## config.mk

```make
export PLATFORM = sky130hd
export DESIGN_NAME = ps_seizure_detector_flat
export DESIGN_NICKNAME = d
export VERILOG_FILES = /design/src/rtl/ps_det_pkg.sv /design/src/rtl/ps_seizure_detector_if.sv /design/src/rtl/ps_ema_baseline.sv /design/src/rtl/ps_seizure_detector.sv /design/src/flat_wrapper.sv
export SDC_FILE = /design/constraint.sdc
export NUM_CORES = 1
export LEC_CHECK = 0
export CORE_MARGIN = 2
export CORE_UTILIZATION = 54
export CTS_CLUSTER_DIAMETER = 200
export CTS_CLUSTER_SIZE = 20
export DETAILED_ROUTE_END_ITERATION = 7
export GPL_ROUTABILITY_DRIVEN = 0
export PLACE_DENSITY = 0.82
export SYNTH_ARGS = -nofsm -noshare
export SYNTH_HDL_FRONTEND = slang
export SYNTH_SLANG_ARGS = --single-unit
```

## constraint.sdc

```tcl
create_clock -name clk -period 7.2 [get_ports clk]
set_clock_uncertainty 0.2 [all_clocks]
set_input_delay 0.72 -clock clk [delete_from_list [all_inputs] [get_ports clk]]
set_output_delay 0.72 -clock clk [all_outputs]
set_load 0.005 [all_outputs]
```

## src/rtl/ps_det_pkg.sv

```systemverilog
// rtl/ps_det_pkg.sv - shared types and default widths for the seizure detector
// Contents: detector FSM state enum, default feature/counter widths.
package ps_det_pkg;

    // Same as the power-feature stage output width.
    localparam int DEF_FEAT_WIDTH = 40;
    localparam int DEF_CNT_WIDTH  = 16;

    typedef enum logic [2:0] {
        WARMUP,
        NORMAL,
        PENDING_ON,
        SEIZURE,
        PENDING_OFF
    } det_state_e;

endpackage

```

## src/rtl/ps_seizure_detector_if.sv

```systemverilog
// rtl/ps_seizure_detector_if.sv - feature-in / detection-out bundle
// Inputs : en, din_valid, din, thr_on, thr_off (driven by master)
// Outputs: seizure, onset, offset, event_count, baseline (driven by slave)
interface ps_seizure_detector_if
    import ps_det_pkg::*;
#(
    parameter int FEAT_WIDTH = DEF_FEAT_WIDTH,
    parameter int CNT_WIDTH  = DEF_CNT_WIDTH
) ();

    logic                         en;
    logic                         din_valid;
    logic signed [FEAT_WIDTH-1:0] din;
    logic        [FEAT_WIDTH-1:0] thr_on;
    logic        [FEAT_WIDTH-1:0] thr_off;
    logic                         seizure;
    logic                         onset;
    logic                         offset;
    logic        [CNT_WIDTH-1:0]  event_count;
    logic signed [FEAT_WIDTH-1:0] baseline;

    modport master (
        output en, din_valid, din, thr_on, thr_off,
        input  seizure, onset, offset, event_count, baseline
    );

    modport slave (
        input  en, din_valid, din, thr_on, thr_off,
        output seizure, onset, offset, event_count, baseline
    );

endinterface

```

## src/rtl/ps_ema_baseline.sv

```systemverilog
// rtl/ps_ema_baseline.sv - exponential moving average baseline register
// clk, rst     : clock, synchronous active-high reset
// load_i       : load din_i directly into the baseline
// update_i     : baseline += (din_i - baseline) >>> ALPHA_SHIFT
// din_i        : signed feature sample
// diff_o       : din_i - baseline, one bit wider than the feature
// baseline_o   : current baseline
module ps_ema_baseline
    import ps_det_pkg::*;
#(
    parameter int FEAT_WIDTH  = DEF_FEAT_WIDTH,
    parameter int ALPHA_SHIFT = 4
) (
    input  logic                         clk,
    input  logic                         rst,
    input  logic                         load_i,
    input  logic                         update_i,
    input  logic signed [FEAT_WIDTH-1:0] din_i,
    output logic signed [FEAT_WIDTH:0]   diff_o,
    output logic signed [FEAT_WIDTH-1:0] baseline_o
);

    logic signed [FEAT_WIDTH-1:0] base_q, base_d;
    logic signed [FEAT_WIDTH:0]   din_x, base_x, step, sum;

    always_comb begin
        din_x  = $signed({din_i[FEAT_WIDTH-1], din_i});
        base_x = $signed({base_q[FEAT_WIDTH-1], base_q});
        diff_o = din_x - base_x;
        step   = diff_o >>> ALPHA_SHIFT;
        // The moved baseline always lies between old baseline and din,
        // so dropping the extra bit cannot lose information.
        sum    = base_x + step;
        base_d = base_q;
        if (load_i) begin
            base_d = din_i;
        end else if (update_i) begin
            base_d = sum[FEAT_WIDTH-1:0];
        end
    end

    always_ff @(posedge clk) begin
        if (rst) begin
            base_q <= '0;
        end else begin
            base_q <= base_d;
        end
    end

    assign baseline_o = base_q;

endmodule

```

## src/rtl/ps_seizure_detector.sv

```systemverilog
// rtl/ps_seizure_detector.sv - hysteresis/debounce seizure detector on band power
// clk, rst : clock, synchronous active-high reset
// bus      : slave side of ps_seizure_detector_if (feature in, flags/counters out)
module ps_seizure_detector
    import ps_det_pkg::*;
#(
    parameter int FEAT_WIDTH  = DEF_FEAT_WIDTH,
    parameter int ALPHA_SHIFT = 4,
    parameter int WARMUP_N    = 16,
    parameter int ON_COUNT    = 4,
    parameter int OFF_COUNT   = 8,
    parameter int CNT_WIDTH   = DEF_CNT_WIDTH
) (
    input logic                  clk,
    input logic                  rst,
    ps_seizure_detector_if.slave bus
);

    localparam int WU_W  = $clog2(WARMUP_N + 1);
    localparam int ON_W  = $clog2(ON_COUNT + 1);
    localparam int OFF_W = $clog2(OFF_COUNT + 1);

    det_state_e           state_q;
    logic [WU_W-1:0]      warm_cnt_q;
    logic [ON_W-1:0]      on_cnt_q;
    logic [OFF_W-1:0]     off_cnt_q;
    logic                 seizure_q, onset_q, offset_q;
    logic [CNT_WIDTH-1:0] event_cnt_q, event_cnt_d;

    logic                         accept, above, below, ema_load, ema_update;
    logic signed [FEAT_WIDTH:0]   diff, thr_on_x, thr_off_x;
    logic signed [FEAT_WIDTH-1:0] baseline;

    ps_ema_baseline #(
        .FEAT_WIDTH (FEAT_WIDTH),
        .ALPHA_SHIFT(ALPHA_SHIFT)
    ) u_ema (
        .clk       (clk),
        .rst       (rst),
        .load_i    (ema_load),
        .update_i  (ema_update),
        .din_i     (bus.din),
        .diff_o    (diff),
        .baseline_o(baseline)
    );

    always_comb begin
        accept    = bus.en & bus.din_valid;
        // Margins are unsigned; widen with a zero so the compare stays signed.
        thr_on_x  = $signed({1'b0, bus.thr_on});
        thr_off_x = $signed({1'b0, bus.thr_off});
        above     = diff > thr_on_x;
        below     = diff < thr_off_x;
        ema_load  = accept && (state_q == WARMUP) && (warm_cnt_q == '0);
        // Baseline tracks only outside a (pending) seizure and only on
        // samples that do not look like one.
        ema_update = accept && (((state_q == WARMUP) && (warm_cnt_q != '0)) ||
                                (((state_q == NORMAL) || (state_q == PENDING_ON)) && !above));
        event_cnt_d = (event_cnt_q == '1) ? event_cnt_q : event_cnt_q + CNT_WIDTH'(1);
    end

    always_ff @(posedge clk) begin
        if (rst) begin
            state_q     <= WARMUP;
            warm_cnt_q  <= '0;
            on_cnt_q    <= '0;
            off_cnt_q   <= '0;
            seizure_q   <= 1'b0;
            onset_q     <= 1'b0;
            offset_q    <= 1'b0;
            event_cnt_q <= '0;
        end else begin
            onset_q  <= 1'b0;
            offset_q <= 1'b0;
            if (accept) begin
                case (state_q)
                    WARMUP: begin
                        warm_cnt_q <= warm_cnt_q + WU_W'(1);
                        if (warm_cnt_q == WU_W'(WARMUP_N - 1)) state_q <= NORMAL;
                    end
                    NORMAL: begin
                        if (above) begin
                            if (ON_COUNT == 1) begin
                                state_q     <= SEIZURE;
                                seizure_q   <= 1'b1;
                                onset_q     <= 1'b1;
                                event_cnt_q <= event_cnt_d;
                            end else begin
                                on_cnt_q <= ON_W'(1);
                                state_q  <= PENDING_ON;
                            end
                        end
                    end
                    PENDING_ON: begin
                        if (!above) begin
                            on_cnt_q <= '0;
                            state_q  <= NORMAL;
                        end else if (on_cnt_q == ON_W'(ON_COUNT - 1)) begin
                            on_cnt_q    <= '0;
                            state_q     <= SEIZURE;
                            seizure_q   <= 1'b1;
                            onset_q     <= 1'b1;
                            event_cnt_q <= event_cnt_d;
                        end else begin
                            on_cnt_q <= on_cnt_q + ON_W'(1);
                        end
                    end
                    SEIZURE: begin
                        if (below) begin
                            if (OFF_COUNT == 1) begin
                                state_q   <= NORMAL;
                                seizure_q <= 1'b0;
                                offset_q  <= 1'b1;
                            end else begin
                                off_cnt_q <= OFF_W'(1);
                                state_q   <= PENDING_OFF;
                            end
                        end
                    end
                    PENDING_OFF: begin
                        if (!below) begin
                            off_cnt_q <= '0;
                            state_q   <= SEIZURE;
                        end else if (off_cnt_q == OFF_W'(OFF_COUNT - 1)) begin
                            off_cnt_q <= '0;
                            state_q   <= NORMAL;
                            seizure_q <= 1'b0;
                            offset_q  <= 1'b1;
                        end else begin
                            off_cnt_q <= off_cnt_q + OFF_W'(1);
                        end
                    end
                    default: state_q <= WARMUP;
                endcase
            end
        end
    end

    assign bus.seizure     = seizure_q;
    assign bus.onset       = onset_q;
    assign bus.offset      = offset_q;
    assign bus.event_count = event_cnt_q;
    assign bus.baseline    = baseline;

endmodule

```

## src/flat_wrapper.sv

```systemverilog
// flat-port wrapper written by rule: the top's interface ports become plain ports
module ps_seizure_detector_flat import ps_det_pkg::*;
#(
    parameter int FEAT_WIDTH  = DEF_FEAT_WIDTH,
    parameter int ALPHA_SHIFT = 4,
    parameter int WARMUP_N    = 16,
    parameter int ON_COUNT    = 4,
    parameter int OFF_COUNT   = 8,
    parameter int CNT_WIDTH   = DEF_CNT_WIDTH
)
  (clk, rst, bus_en, bus_din_valid, bus_din, bus_thr_on, bus_thr_off, bus_seizure, bus_onset, bus_offset, bus_event_count, bus_baseline);
  ps_seizure_detector_if #(.FEAT_WIDTH(FEAT_WIDTH), .CNT_WIDTH(CNT_WIDTH)) bus_i ();
  input logic clk;
  input logic rst;
  input wire logic [$bits(bus_i.en)-1:0] bus_en;
  input wire logic [$bits(bus_i.din_valid)-1:0] bus_din_valid;
  input wire logic [$bits(bus_i.din)-1:0] bus_din;
  input wire logic [$bits(bus_i.thr_on)-1:0] bus_thr_on;
  input wire logic [$bits(bus_i.thr_off)-1:0] bus_thr_off;
  output wire logic [$bits(bus_i.seizure)-1:0] bus_seizure;
  output wire logic [$bits(bus_i.onset)-1:0] bus_onset;
  output wire logic [$bits(bus_i.offset)-1:0] bus_offset;
  output wire logic [$bits(bus_i.event_count)-1:0] bus_event_count;
  output wire logic [$bits(bus_i.baseline)-1:0] bus_baseline;
  assign bus_i.en = bus_en;
  assign bus_i.din_valid = bus_din_valid;
  assign bus_i.din = bus_din;
  assign bus_i.thr_on = bus_thr_on;
  assign bus_i.thr_off = bus_thr_off;
  assign bus_seizure = bus_i.seizure;
  assign bus_onset = bus_i.onset;
  assign bus_offset = bus_i.offset;
  assign bus_event_count = bus_i.event_count;
  assign bus_baseline = bus_i.baseline;
  ps_seizure_detector #(.FEAT_WIDTH(FEAT_WIDTH), .ALPHA_SHIFT(ALPHA_SHIFT), .WARMUP_N(WARMUP_N), .ON_COUNT(ON_COUNT), .OFF_COUNT(OFF_COUNT), .CNT_WIDTH(CNT_WIDTH)) u_core (.clk(clk), .rst(rst), .bus(bus_i));
endmodule
```

==> results list <==
- Once placement completed, the tool counted placed cells totaling 1,696.
- Final wirelength: 29,300 um
* TritonCTS Sinks: 74
- Worst-Margin Slew: 1.14 ns
* Fillcell total: 1,466
- Post-Place Setup Slack: 0.337 ns
- After detailed routing, the number of remaining DRC violations is 0.
* Min setup slack post-route: 0.474 ns
- Async SR Flop Fraction: 0%
* Source of the critical timing path: bus_din[2]
- Inserted Clock Buffers: 9
* Layout cells sized above 1: 3.77%
- Dividing total power by cell area gives a power density of 229 nW/um2.
- Max-slew violation total from the final report: 0
- Data on the critical path arrives at its endpoint at 6.77 ns.
* Portion of the clock cycle consumed by the worst path in the final layout: 93.4%
* Finished Layout Cells: 1,712
- Number of instances resized during post-cts repair: 0
- Clock insertion delay at the later pin of the skew report: 0.35 ns
* Pre-antenna DRT Iters: 5
- Unrepaired setup endpoints after global routing: false
* Wire length of the first global-routing pass: 46,200 um
- Via-to-Cell Ratio: 5.93
- Half-perimeter wire length after placement: 23,400 um
- The number of nets handed over by synthesis was 1,605.
- Summing all non-filler instances in the final layout gives an area of 11,900 um2.
- Among all flip-flop cells after synthesis, the most frequent one is sky130_fd_sc_hd__dfxtp_1.
- Synth area leaders: sky130_fd_sc_hd__ha_1, sky130_fd_sc_hd__dfxtp_1, sky130_fd_sc_hd__a21oi_1
* Flip-flop and latch count after synthesis: 74
- Count of unique library cells instantiated by Yosys: 75
- The die covers 18,900 um2.
- Area inside the core boundary: 17,400 um2
- Post-synthesis to final-layout area growth: 24.3%
- Clock tree from TritonCTS: built
- Based on the critical path, the design can be clocked at up to 149 MHz.
* Initial standard-cell utilization of the core: 55.3%
- Clock-pin slew was measured on the worst setup and hold paths at 0.07 ns.
- Vertical die dimension: 137 um
- Number of core rows: 48
* Drt first-iter violations: 668
- Run status: finished clean
- Longest Clk Path Bufs: 2
- Quantity of hold-fixing buffers added after cts: 0
- In this run, synthesis inferred 0 flip-flops with an integrated enable.
- Shortest clock period the worst path allows after layout: 6.73 ns
- Maximum fanout along the worst path: 4
- Count of max-cap constraint violations: 0
- Fin. Hold Viols: 0
- For this design the top-level I/O count stands at 183.
- GRT Resource Usage Total: 30.6%
* Static leakage power: 0.00521 uW
- In this run the horizontal extent of the chip is 137 um.
* Maximum number of pins on one net before global-route repair: 67
- The critical path is of the in2reg type.
* Startpoint Class: input pin
* Root buffer cell: sky130_fd_sc_hd__clkbuf_16
- The synthesized design spends more area on one cell type than any other, namely sky130_fd_sc_hd__ha_1.
* Summed instance area of the synthesized netlist: 9610 um2
- Count of input and output buffers: 182
- Synthesis produced 1,315 cells.
- Area post-placement: 11,600 um2
* Final setup vio count: 0
- In this run the tightest slew margin relative to its limit is 23.7%.
- Drt wl/cell: 17.1 um
* Sum Neg Setup Slack: 0 ns
- Share of the synthesized area in the top cell type: 21.4%
* Total number of H-tree levels: 3
- STA classifies the critical path endpoint as a flip-flop.
- Largest vdd supply drop: 0.000127 V
* Most common library cell in the layout ignoring fill and taps: sky130_fd_sc_hd__clkdlybuf4s50_1
- The number of setup buffers added after CTS is 0.
- Number of global-route vias before repair: 9,585
- Top library cells by usage in the layout, fill and taps aside: sky130_fd_sc_hd__clkdlybuf4s50_1, sky130_fd_sc_hd__ha_1, sky130_fd_sc_hd__inv_1
- For this run, the post-layout net count is 1,772.
- Residual antenna-violating net count after detailed routing: 0
- In this run the mean area of a mapped cell was 7.30 um2.
* Syn. warnings: 0
- The initial antenna violation count is 0.
- Startpoint of the worst-slack reg-to-reg timing path: u_core.u_ema.baseline_o[2]
- 0 antenna diodes ended up in the layout.
* Worst endpoint required time: 7.24 ns
* Aggregate global routing overflow: 0
- Via count: 10,200
- The worst hold path belongs to the class reg2reg.
- The startpoint identified for the worst hold timing path is u_core.bus.seizure.
- Worst hold slack across all endpoints: 0.266 ns
- Sequential element share of the synthesized area: 15.4%
power breakdown:
part	internal, uW	total (uW)	switching [uW]
logic	756	1790	1030
registers	437	475	37.9
clock network	271	477	206
through the flow:
| step | total power (uW) | util, % |
|---|---|---|
| after detailed placement | 2210 | 67.1 |
| after CTS | 2710 | 68.8 |
| after floorplan | 1720 | - |
| after global routing | 2950 | 68.8 |
| after global placement | 2180 | 67.1 |
| final | 2740 | 68.8 |
sequential cells by signal, indices dropped and copies added, names as in the netlist:
signal and count:
u_core.bus.event_count 16, u_core.bus.offset 1, u_core.bus.onset 1, u_core.bus.seizure 1, u_core.off_cnt_q 4, u_core.on_cnt_q 3, u_core.state_q 3, u_core.u_ema.baseline_o 40
u_core.warm_cnt_q 5
worst paths after layout:
| kind | to | slack, ns | cells after the start |
|---|---|---|---|
| worst max-delay path | u_core.state_q[1] | 0.47 | 23 |
| worst min-delay path | u_core.bus.seizure | 0.27 | 2 |
| worst max register to register | u_core.state_q[1] | 0.84 | 23 |
| worst min register to register | u_core.bus.seizure | 0.27 | 2 |
critical path, stage by stage:
cell and delay (ns):
sky130_fd_sc_hd__clkdlybuf4s50_1 0.45, sky130_fd_sc_hd__ha_1 0.36, sky130_fd_sc_hd__o211ai_1 0.21, sky130_fd_sc_hd__a21oi_1 0.09
sky130_fd_sc_hd__o311ai_0 0.43, sky130_fd_sc_hd__buf_4 0.20, sky130_fd_sc_hd__a2bb2oi_1 0.22, sky130_fd_sc_hd__o21ai_0 0.29
sky130_fd_sc_hd__a31oi_1 0.40, sky130_fd_sc_hd__o21ai_0 0.25, sky130_fd_sc_hd__a21o_1 0.22, sky130_fd_sc_hd__a21oi_1 0.18
sky130_fd_sc_hd__xnor2_1 0.15, sky130_fd_sc_hd__ha_1 0.35, sky130_fd_sc_hd__nand4_1 0.15, sky130_fd_sc_hd__nor4_1 0.46
sky130_fd_sc_hd__a221oi_1 0.13, sky130_fd_sc_hd__o21ai_0 0.17, sky130_fd_sc_hd__o21ai_0 0.22, sky130_fd_sc_hd__a211oi_4 0.36
sky130_fd_sc_hd__a21oi_2 0.11, sky130_fd_sc_hd__o311ai_4 0.28, sky130_fd_sc_hd__mux2_4 0.33
per-layer routing:
layer	share of wire (%)	routed length (um)	track usage, %
met4	3.2	948	12.3
met1	44	12900	40.6
met3	7.8	2290	4.49
met5	0	0	0
met2	45	13100	49.9
area by class of cell:
cell class / instances / area [um2] / share of cell area, %
well taps: 225 / 282 / 2.36
repair buffers: 194 / 1910 / 16.0
flip-flops and latches: 74 / 1480 / 12.4
clock buffers: 9 / 225 / 1.89
inverters: 157 / 589 / 4.93
multi-input cells: 1046 / 7380 / 61.8
clock inverters: 7 / 76.3 / 0.639
cells by family (layout without fill, tap and decap cells):
group | count (synthesis) | after routing | share of synthesized area, %
buffers and inverters | 195 | 367 | 7.74
AO/OA/AOI/OAI | 395 | 395 | 26.8
multiplexers | 6 | 6 | 0.677
adder cells (fa/ha/maj) | 166 | 166 | 21.8
flip-flops | 74 | 74 | 15.4
XOR/XNOR | 85 | 85 | 7.75
AND/OR/NAND/NOR | 394 | 394 | 19.9
synth_stat cells (all sizes together) (3+ instances only):
cell type	n
nand2b	16
a21boi	5
nor3	21
o31ai	3
or2	6
clkbuf	30
nor4	11
buf	8
and2	7
o31a	4
nand2	102
nand3	39
nor2b	12
o21bai	10
inv	157
and4	3
a31oi	11
o22ai	3
o311ai	3
nand3b	3
mux2i	5
a221oi	5
a211oi	39
o21ai	78
a31o	3
o221ai	4
xnor2	62
o21a	12
a211o	5
xor2	23
ha	164
or3	8
a21o	39
a21oi	129
o211ai	13
nand4	28
a2111oi	3
and3	10
a311oi	10
dfxtp	74
nor2	121
Note: power is estimated with default switching activity, not from simulation.
